### config.mk
export PLATFORM = sky130hd
export DESIGN_NAME = seven_seg_display_ctrl_flat
export DESIGN_NICKNAME = d
export VERILOG_FILES = /design/src/rtl/seven_seg_display_ctrl_pkg.sv /design/src/rtl/seven_seg_display_ctrl_if.sv /design/src/rtl/seven_seg_bin2bcd.sv /design/src/rtl/seven_seg_display_ctrl.sv /design/src/flat_wrapper.sv
export SDC_FILE = /design/constraint.sdc
export NUM_CORES = 1
export LEC_CHECK = 0
export CORE_AREA = 8 8 155 157
export DETAILED_ROUTE_END_ITERATION = 10
export DIE_AREA = 0 0 163 165
export PLACE_DENSITY = 0.69
export SLEW_MARGIN = 10
export SYNTH_ARGS = -nofsm -noshare
export SYNTH_HDL_FRONTEND = slang
export SYNTH_HIERARCHICAL = 1
export SYNTH_SLANG_ARGS = --single-unit
### constraint.sdc
create_clock -name clk -period 7.3 [get_ports clk]
set_input_delay 1.095 -clock clk [delete_from_list [all_inputs] [get_ports clk]]
set_output_delay 1.095 -clock clk [all_outputs]
set_load 0.02 [all_outputs]
### src/rtl/seven_seg_display_ctrl_pkg.sv
// seven_seg_pkg: segment codes, mode/state/digit types and decode helper shared by the display controller
// No ports. Provides:
//   SEG_0..SEG_F, SEG_BLANK : active-low codes, bit order {g,f,e,d,c,b,a}
//   mode_e                  : MODE_HEX / MODE_DEC load rendering
//   state_e                 : IDLE / CONV / DONE controller states
//   digit_t                 : digit-register entry {blank, nibble}
//   seg_decode()            : digit entry to segment code
package seven_seg_pkg;
    localparam logic [6:0] SEG_0     = 7'b1000000;
    localparam logic [6:0] SEG_1     = 7'b1111001;
    localparam logic [6:0] SEG_2     = 7'b0100100;
    localparam logic [6:0] SEG_3     = 7'b0110000;
    localparam logic [6:0] SEG_4     = 7'b0011001;
    localparam logic [6:0] SEG_5     = 7'b0010010;
    localparam logic [6:0] SEG_6     = 7'b0000010;
    localparam logic [6:0] SEG_7     = 7'b1111000;
    localparam logic [6:0] SEG_8     = 7'b0000000;
    localparam logic [6:0] SEG_9     = 7'b0011000;
    localparam logic [6:0] SEG_A     = 7'b0001000;
    localparam logic [6:0] SEG_B     = 7'b0000011;
    localparam logic [6:0] SEG_C     = 7'b1000110;
    localparam logic [6:0] SEG_D     = 7'b0100001;
    localparam logic [6:0] SEG_E     = 7'b0000110;
    localparam logic [6:0] SEG_F     = 7'b0001110;
    localparam logic [6:0] SEG_BLANK = 7'b1111111;

    localparam logic [6:0] SEG_LUT [16] = '{
        SEG_0, SEG_1, SEG_2, SEG_3, SEG_4, SEG_5, SEG_6, SEG_7,
        SEG_8, SEG_9, SEG_A, SEG_B, SEG_C, SEG_D, SEG_E, SEG_F
    };

    localparam int BCD_DIGITS = 10;

    typedef enum logic {MODE_HEX, MODE_DEC} mode_e;

    typedef enum logic [1:0] {IDLE, CONV, DONE} state_e;

    typedef struct packed {
        logic       blank;
        logic [3:0] nib;
    } digit_t;

    function automatic logic [6:0] seg_decode(digit_t d);
        return d.blank ? SEG_BLANK : SEG_LUT[d.nib];
    endfunction
endpackage

### src/rtl/seven_seg_display_ctrl_if.sv
// seven_seg_display_ctrl_if: load/status/display bundle between a value source and the display controller
// Signals:
//   value_i   : 32-bit unsigned value to display
//   mode_i    : MODE_HEX / MODE_DEC, sampled with load_i
//   load_i    : load strobe, accepted only while busy_o = 0
//   busy_o    : decimal conversion in progress
//   ovf_o     : value does not fit in NUM_DIGITS digits
//   seg_o     : per-digit active-low codes, digit k at [7k+6:7k]
//   an_o      : one-hot active-low scan anode select
//   mux_seg_o : segment code of the currently scanned digit
// Modports: master drives the load side, slave is the controller.
interface seven_seg_display_ctrl_if
    import seven_seg_pkg::*;
#(
    parameter int NUM_DIGITS = 4
);
    logic [31:0]             value_i;
    mode_e                   mode_i;
    logic                    load_i;
    logic                    busy_o;
    logic                    ovf_o;
    logic [7*NUM_DIGITS-1:0] seg_o;
    logic [NUM_DIGITS-1:0]   an_o;
    logic [6:0]              mux_seg_o;

    modport master (
        output value_i, mode_i, load_i,
        input  busy_o, ovf_o, seg_o, an_o, mux_seg_o
    );

    modport slave (
        input  value_i, mode_i, load_i,
        output busy_o, ovf_o, seg_o, an_o, mux_seg_o
    );
endinterface

### src/rtl/seven_seg_bin2bcd.sv
// seven_seg_bin2bcd: iterative double-dabble converter, 32-bit binary to 10-digit BCD, one step per cycle
// Ports:
//   clk, rst : clock, asynchronous active-high reset
//   start    : latch bin_i and clear the accumulator; steps follow on the next 32 edges
//   bin_i    : 32-bit unsigned operand
//   done     : high in the cycle whose closing edge performs the 32nd step
//   bcd_o    : 40-bit BCD accumulator, final once the done edge has passed
module seven_seg_bin2bcd
    import seven_seg_pkg::*;
(
    input  logic        clk,
    input  logic        rst,
    input  logic        start,
    input  logic [31:0] bin_i,
    output logic        done,
    output logic [39:0] bcd_o
);
    logic [31:0] bin_q;
    logic [39:0] bcd_q, bcd_d;
    logic [4:0]  cnt_q;
    logic        run_q;
    logic [3:0]  adj;
    logic        carry;

    // Adjust each digit, then shift the whole accumulator left with the
    // operand MSB entering digit 0; each digit's old bit 3 feeds the next.
    always_comb begin
        bcd_d = '0;
        carry = bin_q[31];
        for (int k = 0; k < BCD_DIGITS; k++) begin
            adj = (bcd_q[4*k+:4] >= 4'd5) ? bcd_q[4*k+:4] + 4'd3 : bcd_q[4*k+:4];
            bcd_d[4*k+:4] = {adj[2:0], carry};
            carry = adj[3];
        end
    end

    assign done  = run_q && (cnt_q == 5'd31);
    assign bcd_o = bcd_q;

    always_ff @(posedge clk or posedge rst) begin
        if (rst) begin
            bin_q <= '0;
            bcd_q <= '0;
            cnt_q <= '0;
            run_q <= 1'b0;
        end else if (start) begin
            bin_q <= bin_i;
            bcd_q <= '0;
            cnt_q <= '0;
            run_q <= 1'b1;
        end else if (run_q) begin
            bin_q <= {bin_q[30:0], 1'b0};
            bcd_q <= bcd_d;
            cnt_q <= cnt_q + 5'd1;
            run_q <= !done;
        end
    end
endmodule

### src/rtl/seven_seg_display_ctrl.sv
// seven_seg_display_ctrl: N-digit hex/decimal seven-segment controller with registered codes and anode scan
// Ports:
//   clk : system clock, rising edge
//   rst : asynchronous active-high reset
//   bus : seven_seg_display_ctrl_if.slave (value_i, mode_i, load_i in; busy_o, ovf_o, seg_o, an_o, mux_seg_o out)
// Parameters: NUM_DIGITS (1..8), CLK_DIV (cycles per scan slot, >= 1).
// Build option: define SEVEN_SEG_LZB_EN to blank leading zero digits on every digit-register write.
module seven_seg_display_ctrl
    import seven_seg_pkg::*;
#(
    parameter int NUM_DIGITS = 4,
    parameter int CLK_DIV    = 1000
) (
    input logic                     clk,
    input logic                     rst,
    seven_seg_display_ctrl_if.slave bus
);
    localparam int IW = (NUM_DIGITS > 1) ? $clog2(NUM_DIGITS) : 1;
    localparam int PW = (CLK_DIV > 1) ? $clog2(CLK_DIV) : 1;

    state_e                     state_q;
    logic                       busy_q, ovf_q;
    digit_t [NUM_DIGITS-1:0]    dig_q, wr_dig;
    logic [NUM_DIGITS-1:0][3:0] wr_nib;
    logic                       wr_ovf;
    logic [NUM_DIGITS-1:0][6:0] seg_q;
    logic                       conv_start, conv_done;
    logic [39:0]                bcd;
    logic [PW-1:0]              pre_q, pre_d;
    logic [IW-1:0]              idx_q, idx_d;
    logic                       on_q, on_d, tc;
    logic [NUM_DIGITS-1:0]      an_q, an_d;
    logic [6:0]                 mux_q, mux_d;
`ifdef SEVEN_SEG_LZB_EN
    logic                       lead;
`endif

    assign conv_start = (state_q == IDLE) && bus.load_i && (bus.mode_i == MODE_DEC);

    seven_seg_bin2bcd u_bin2bcd (
        .clk   (clk),
        .rst   (rst),
        .start (conv_start),
        .bin_i (bus.value_i),
        .done  (conv_done),
        .bcd_o (bcd)
    );

    // The only decimal write happens in DONE, every other write is a hex
    // load in IDLE, so one write path serves both sources.
    always_comb begin
        for (int k = 0; k < NUM_DIGITS; k++) begin
            wr_nib[k] = (state_q == DONE) ? bcd[4*k+:4] : bus.value_i[4*k+:4];
            wr_dig[k] = '{blank: 1'b0, nib: wr_nib[k]};
        end
        wr_ovf = (state_q == DONE) ? |(bcd >> (4 * NUM_DIGITS)) : |(bus.value_i >> (4 * NUM_DIGITS));
`ifdef SEVEN_SEG_LZB_EN
        // Blank from the top down until the first nonzero digit; digit 0 always shows.
        lead = 1'b1;
        for (int k = NUM_DIGITS - 1; k > 0; k--) begin
            lead = lead & (wr_nib[k] == 4'd0);
            wr_dig[k].blank = lead;
        end
`endif
    end

    always_ff @(posedge clk or posedge rst) begin
        if (rst) begin
            state_q <= IDLE;
            busy_q  <= 1'b0;
            ovf_q   <= 1'b0;
            dig_q   <= {NUM_DIGITS{5'b1_0000}};
        end else begin
            case (state_q)
                IDLE: begin
                    if (bus.load_i && bus.mode_i == MODE_DEC) begin
                        state_q <= CONV;
                        busy_q  <= 1'b1;
                    end else if (bus.load_i) begin
                        dig_q <= wr_dig;
                        ovf_q <= wr_ovf;
                    end
                end
                CONV: state_q <= conv_done ? DONE : CONV;
                DONE: begin
                    dig_q   <= wr_dig;
                    ovf_q   <= wr_ovf;
                    busy_q  <= 1'b0;
                    state_q <= IDLE;
                end
                default: state_q <= IDLE;
            endcase
        end
    end

    always_ff @(posedge clk or posedge rst) begin
        if (rst) begin
            seg_q <= '1;
        end else begin
            for (int k = 0; k < NUM_DIGITS; k++)
                seg_q[k] <= seg_decode(dig_q[k]);
        end
    end

    // Anodes stay off until the first terminal count, which lights digit 0
    // without advancing; later terminal counts step the index.
    always_comb begin
        tc    = (pre_q == PW'(CLK_DIV - 1));
        pre_d = tc ? '0 : pre_q + PW'(1);
        idx_d = (tc && on_q) ? ((idx_q == IW'(NUM_DIGITS - 1)) ? '0 : idx_q + IW'(1)) : idx_q;
        on_d  = on_q | tc;
        an_d  = on_d ? ~(NUM_DIGITS'(1) << idx_d) : '1;
        mux_d = seg_q[idx_d];
    end

    always_ff @(posedge clk or posedge rst) begin
        if (rst) begin
            pre_q <= '0;
            idx_q <= '0;
            on_q  <= 1'b0;
            an_q  <= '1;
            mux_q <= SEG_BLANK;
        end else begin
            pre_q <= pre_d;
            idx_q <= idx_d;
            on_q  <= on_d;
            an_q  <= an_d;
            mux_q <= mux_d;
        end
    end

    assign bus.busy_o    = busy_q;
    assign bus.ovf_o     = ovf_q;
    assign bus.seg_o     = seg_q;
    assign bus.an_o      = an_q;
    assign bus.mux_seg_o = mux_q;
endmodule
### src/flat_wrapper.sv
// flat-port wrapper written by rule: the top's interface ports become plain ports
module seven_seg_display_ctrl_flat import seven_seg_pkg::*;
#(
    parameter int NUM_DIGITS = 4,
    parameter int CLK_DIV    = 1000
)
  (clk, rst, bus_value_i, bus_mode_i, bus_load_i, bus_busy_o, bus_ovf_o, bus_seg_o, bus_an_o, bus_mux_seg_o);
  seven_seg_display_ctrl_if #(.NUM_DIGITS(NUM_DIGITS)) bus_i ();
  input logic clk;
  input logic rst;
  input wire logic [$bits(bus_i.value_i)-1:0] bus_value_i;
  input wire logic [$bits(bus_i.mode_i)-1:0] bus_mode_i;
  input wire logic [$bits(bus_i.load_i)-1:0] bus_load_i;
  output wire logic [$bits(bus_i.busy_o)-1:0] bus_busy_o;
  output wire logic [$bits(bus_i.ovf_o)-1:0] bus_ovf_o;
  output wire logic [$bits(bus_i.seg_o)-1:0] bus_seg_o;
  output wire logic [$bits(bus_i.an_o)-1:0] bus_an_o;
  output wire logic [$bits(bus_i.mux_seg_o)-1:0] bus_mux_seg_o;
  assign bus_i.value_i = bus_value_i;
  assign bus_i.mode_i = bus_mode_i;
  assign bus_i.load_i = bus_load_i;
  assign bus_busy_o = bus_i.busy_o;
  assign bus_ovf_o = bus_i.ovf_o;
  assign bus_seg_o = bus_i.seg_o;
  assign bus_an_o = bus_i.an_o;
  assign bus_mux_seg_o = bus_i.mux_seg_o;
  seven_seg_display_ctrl #(.NUM_DIGITS(NUM_DIGITS), .CLK_DIV(CLK_DIV)) u_core (.clk(clk), .rst(rst), .bus(bus_i));
endmodule
==> impl_summary.md <==
Run status
The run finished with clean final reports.

Finish
In the final design database the tool counted 1009 nets. The number of diodes added for antenna fixing is 0. The library cell used most frequently in the layout, excluding fill and tap cells, is dfrtp_1. After filler insertion, the fill cell instance count of the layout stands at about 2000. The post-synthesis to final-layout area growth is 18.80%. Cells with a size suffix above 1 make up 10.08% of the layout. In the layout the commonest cells are dfrtp_1, mux2i_1, nand2_1, clkdlybuf4s50_1, nor2_1.

Logic synthesis
Dividing the synthesized area by the synthesized cell count gives just under 10 um2. The top-area cell type share of the netlist area is approximately a third. Of all flip-flops after synthesis, the portion carrying an async set or reset was 100.0%.

The cell area after synthesis is between 8000 and 9000 um2. During synthesis, Yosys emitted a total of 6 warnings. The number of enable-type register cells in the synthesized netlist is 0. By area the synthesized netlist is led by dfrtp_1, dfstp_2, mux2i_1. Counting every instance in the synthesized netlist gives 874.

In the synthesized netlist the dominant register cell turns out to be dfrtp_1. The sequential element share of the synthesized area is approximately 45%. The post-synth net total is ~950.

The synthesized design contains between 150 and 200 register bits. The count of unique library cells instantiated by Yosys is between 50 and 60. dfrtp_1 takes more of the synthesized area than any other cell.

Floorplan
In this run the vertical extent of the chip is around 170 um. The die footprint is ~27000 um2. Once the floorplan was initialized, standard cells occupied a little under 40% of the core. In this run the horizontal extent of the chip is between 150 and 200 um. The area of the placeable core is 21490 um2. Row generation in the floorplan step produced between 50 and 60 rows. The number of ports placed on the die boundary is slightly below 80.

Global routing
The global route total overflow is 0. The largest net degree at the start of global routing is approximately 100. The first-pass GRT wire length is roughly 32000 um.

The initial antenna violation count came to 0. The via count of the first global-routing pass is roughly 6400. The total routing resource utilization after global routing is around 14%.

STA
The number of endpoints failing setup at the final stage is 0. For this run, the top clock speed supported by timing is 347.1 MHz. The worst-case headroom to the max-slew limit is about a third. At the pin with the least slew margin, the transition time is 1.027 ns. The final hold violation count is 0. The final clock period utilization by the worst path is 39.47%. The setup TNS is 0 ns.

Once routing completed, OpenROAD measured the worst setup slack at 4.419 ns. Setup repair after global routing left no endpoint under its margin. After layout, the minimum clock period comes to around 2.9 ns. The number of max-slew violations in the final report is 0. The final setup skew is about 0.0085 ns.

Placed design
The HPWL after detailed placement is approximately 13000 um. The final weighted congestion in routability-driven placement is just under 0.8. OpenSTA, run right after detailed placement, puts the worst setup slack at slightly below 4 ns. The count of buffers from port buffering is 76.

Worst setup path
The worst setup path is captured at a register. The critical path launch point type is an input port. For the worst setup path, the data required time is 7.57 ns. The arrival time at the worst endpoint is 3.15 ns. The largest fanout on the critical path is about 100. The critical path class is input port to register.

Clock network
The buffer type at the clock tree root is clkbuf_16. The H-tree was split into 4 levels. TritonCTS built the clock tree. The clock transition at the register clock pins on the worst setup and hold paths after CTS is around 0.060 ns. Clock latency on the worst-skew pair, taken at its later pin, is 0.42 ns. The total clock sinks is between 150 and 200. The number of setup buffers added after CTS is 0. After clock tree synthesis, the repair step resized 0 gates. The quantity of hold-fixing buffers added after cts is 0. The number of buffers added by the clock tree synthesis step is 17. The clock passes through at most 2 buffers.

Worst hold path
The tightest min-delay check is of the register to register type.

Route
In the routed design, unresolved DRC markers number 0. After detailed routing, the average wire length per cell comes to between 15 and 20 um. Using the TritonRoute via totals, the vias-per-cell ratio works out to between 5 and 6. The via count of the routed design is approximately 6500.

The post-detailed-route count of antenna-violating nets is 0. The initial DRC count is between 400 and 500. For this block, the routed nets add up to roughly 19000 um of wire. The count of TritonRoute iterations in the first routing pass is 5.

Power
The areal power density over the cells is around 430 nW/um2. The static power due to leakage is 4.439 nW. The largest vdd supply drop is roughly 0.18 mV.

Flow run
The max-cap violation count is 0.
path summary, 6_finish.rpt:
check                                      from                        end  slack (ns)  cells after the start
worst max-delay path                 bus_mode_i  u_core/u_bin2bcd/bin_q[0]        4.42                      6
worst min-delay path            u_core/pre_q[0]            u_core/pre_q[0]        0.48                      1
worst max register to register  u_core/idx_q[0]    u_core/bus.mux_seg_o[0]        4.76                      7
worst min register to register  u_core/pre_q[0]            u_core/pre_q[0]        0.48                      1
max in group asynchronous                   rst     u_core/u_bin2bcd/run_q        5.17                      3
min in group asynchronous                   rst            u_core/dig_q[3]        1.32                      3
layer usage:
layer	global-route usage (%)	part of all wire, %	up-vias
met2	23.26	47	132
met5	0	0	-
met1	18.75	46	3140
met4	5.296	2.2	0
met3	2.941	4.3	22
li1	-	-	3192
cells in the mapped netlist, types with 2 or more instances:
cell type,count
a211o_1,8
a211oi_1,3
a21o_1,10
a21oi_1,45
a221o_1,6
a31oi_1,17
and2_1,2
and3_1,3
buf_1,3
buf_2,13
buf_4,6
clkbuf_1,25
dfrtp_1,111
dfstp_2,40
ha_1,44
inv_1,39
inv_2,6
mux2_1,12
mux2i_1,88
nand2_1,78
nand2b_1,16
nand3_1,22
nand3b_1,10
nand4_1,6
nor2_1,67
nor2b_1,10
nor3_1,9
nor3b_1,3
nor4_1,12
o21ai_0,39
o21ai_1,54
o21bai_1,2
o22ai_1,4
o31ai_1,9
o32ai_1,10
or2_1,2
or3_1,9
xnor2_1,7
xor2_1,12
worst max-delay path, cell delays in order:
cell and delay (ns):
clkdlybuf4s50_1 0.50, nand3b_1 0.19, nor2_4 0.28, buf_4 0.79
nand2b_1 0.20, o21ai_0 0.07
area by class of cell:
| cell class | count | area, um2 | area share, % |
|---|---|---|---|
| Inverter | 45 | 170.2 | 1.687 |
| Sequential cell | 151 | 3832 | 37.98 |
| Clock buffer | 22 | 464.2 | 4.601 |
| Tap cell | 280 | 350.3 | 3.472 |
| Timing Repair Buffer | 84 | 820.8 | 8.135 |
| Multi-Input combinational cell | 630 | 4284 | 42.46 |
| Clock inverter | 10 | 167.7 | 1.662 |
stage by stage:
| step | std cells | area [um2] | power [mW] | util, % | hold WS (ns) |
|---|---|---|---|---|---|
| 2_1_floorplan | 874 | 8493 | 2.909 | - | 0.4473 |
| 3_3_place_gp | 1190 | 9458 | 3.377 | 44.02 | 0.4685 |
| 3_5_place_dp | 1190 | 9458 | 3.436 | 44.02 | 0.4762 |
| 4_1_cts | 1222 | 10090 | 4.409 | 46.96 | 0.4844 |
| 5_1_grt | 1222 | 10090 | 4.716 | 46.96 | 0.5143 |
| 6_report | 1222 | 10090 | 4.379 | 46.96 | 0.4839 |
report_power, final:
part,switching (mW),internal (mW)
Combinational,0.953,0.861
Clock,0.345,0.594
Sequential,0.394,1.23
Total,1.69,2.69
registers in the layout (all words and copies together) (netlist names):
| name | count |
|---|---|
| u_core/bus.mux_seg_o | 7 |
| u_core/idx_q | 2 |
| u_core/u_bin2bcd/cnt_q | 5 |
| u_core/bus.an_o | 4 |
| u_core/u_bin2bcd/run_q | 1 |
| u_core/bus.busy_o | 1 |
| u_core/bus.ovf_o | 1 |
| u_core/state_q | 2 |
| u_core/dig_q | 17 |
| u_core/bus.seg_o | 28 |
| u_core/on_q | 1 |
| u_core/u_bin2bcd/bcd_o | 40 |
| u_core/pre_q | 10 |
| u_core/u_bin2bcd/bin_q | 32 |
kinds of logic after synthesis:
group | after synthesis | synth area share [%]
simple gates | 255 | 14.95
compound gates | 211 | 14.78
flops | 151 | 45.08
mux | 101 | 12.09
buf+inv | 93 | 4.655
fa+ha+maj | 44 | 6.482
xor+xnor | 19 | 1.959
No activity file was read; power rests on OpenSTA's default activity.
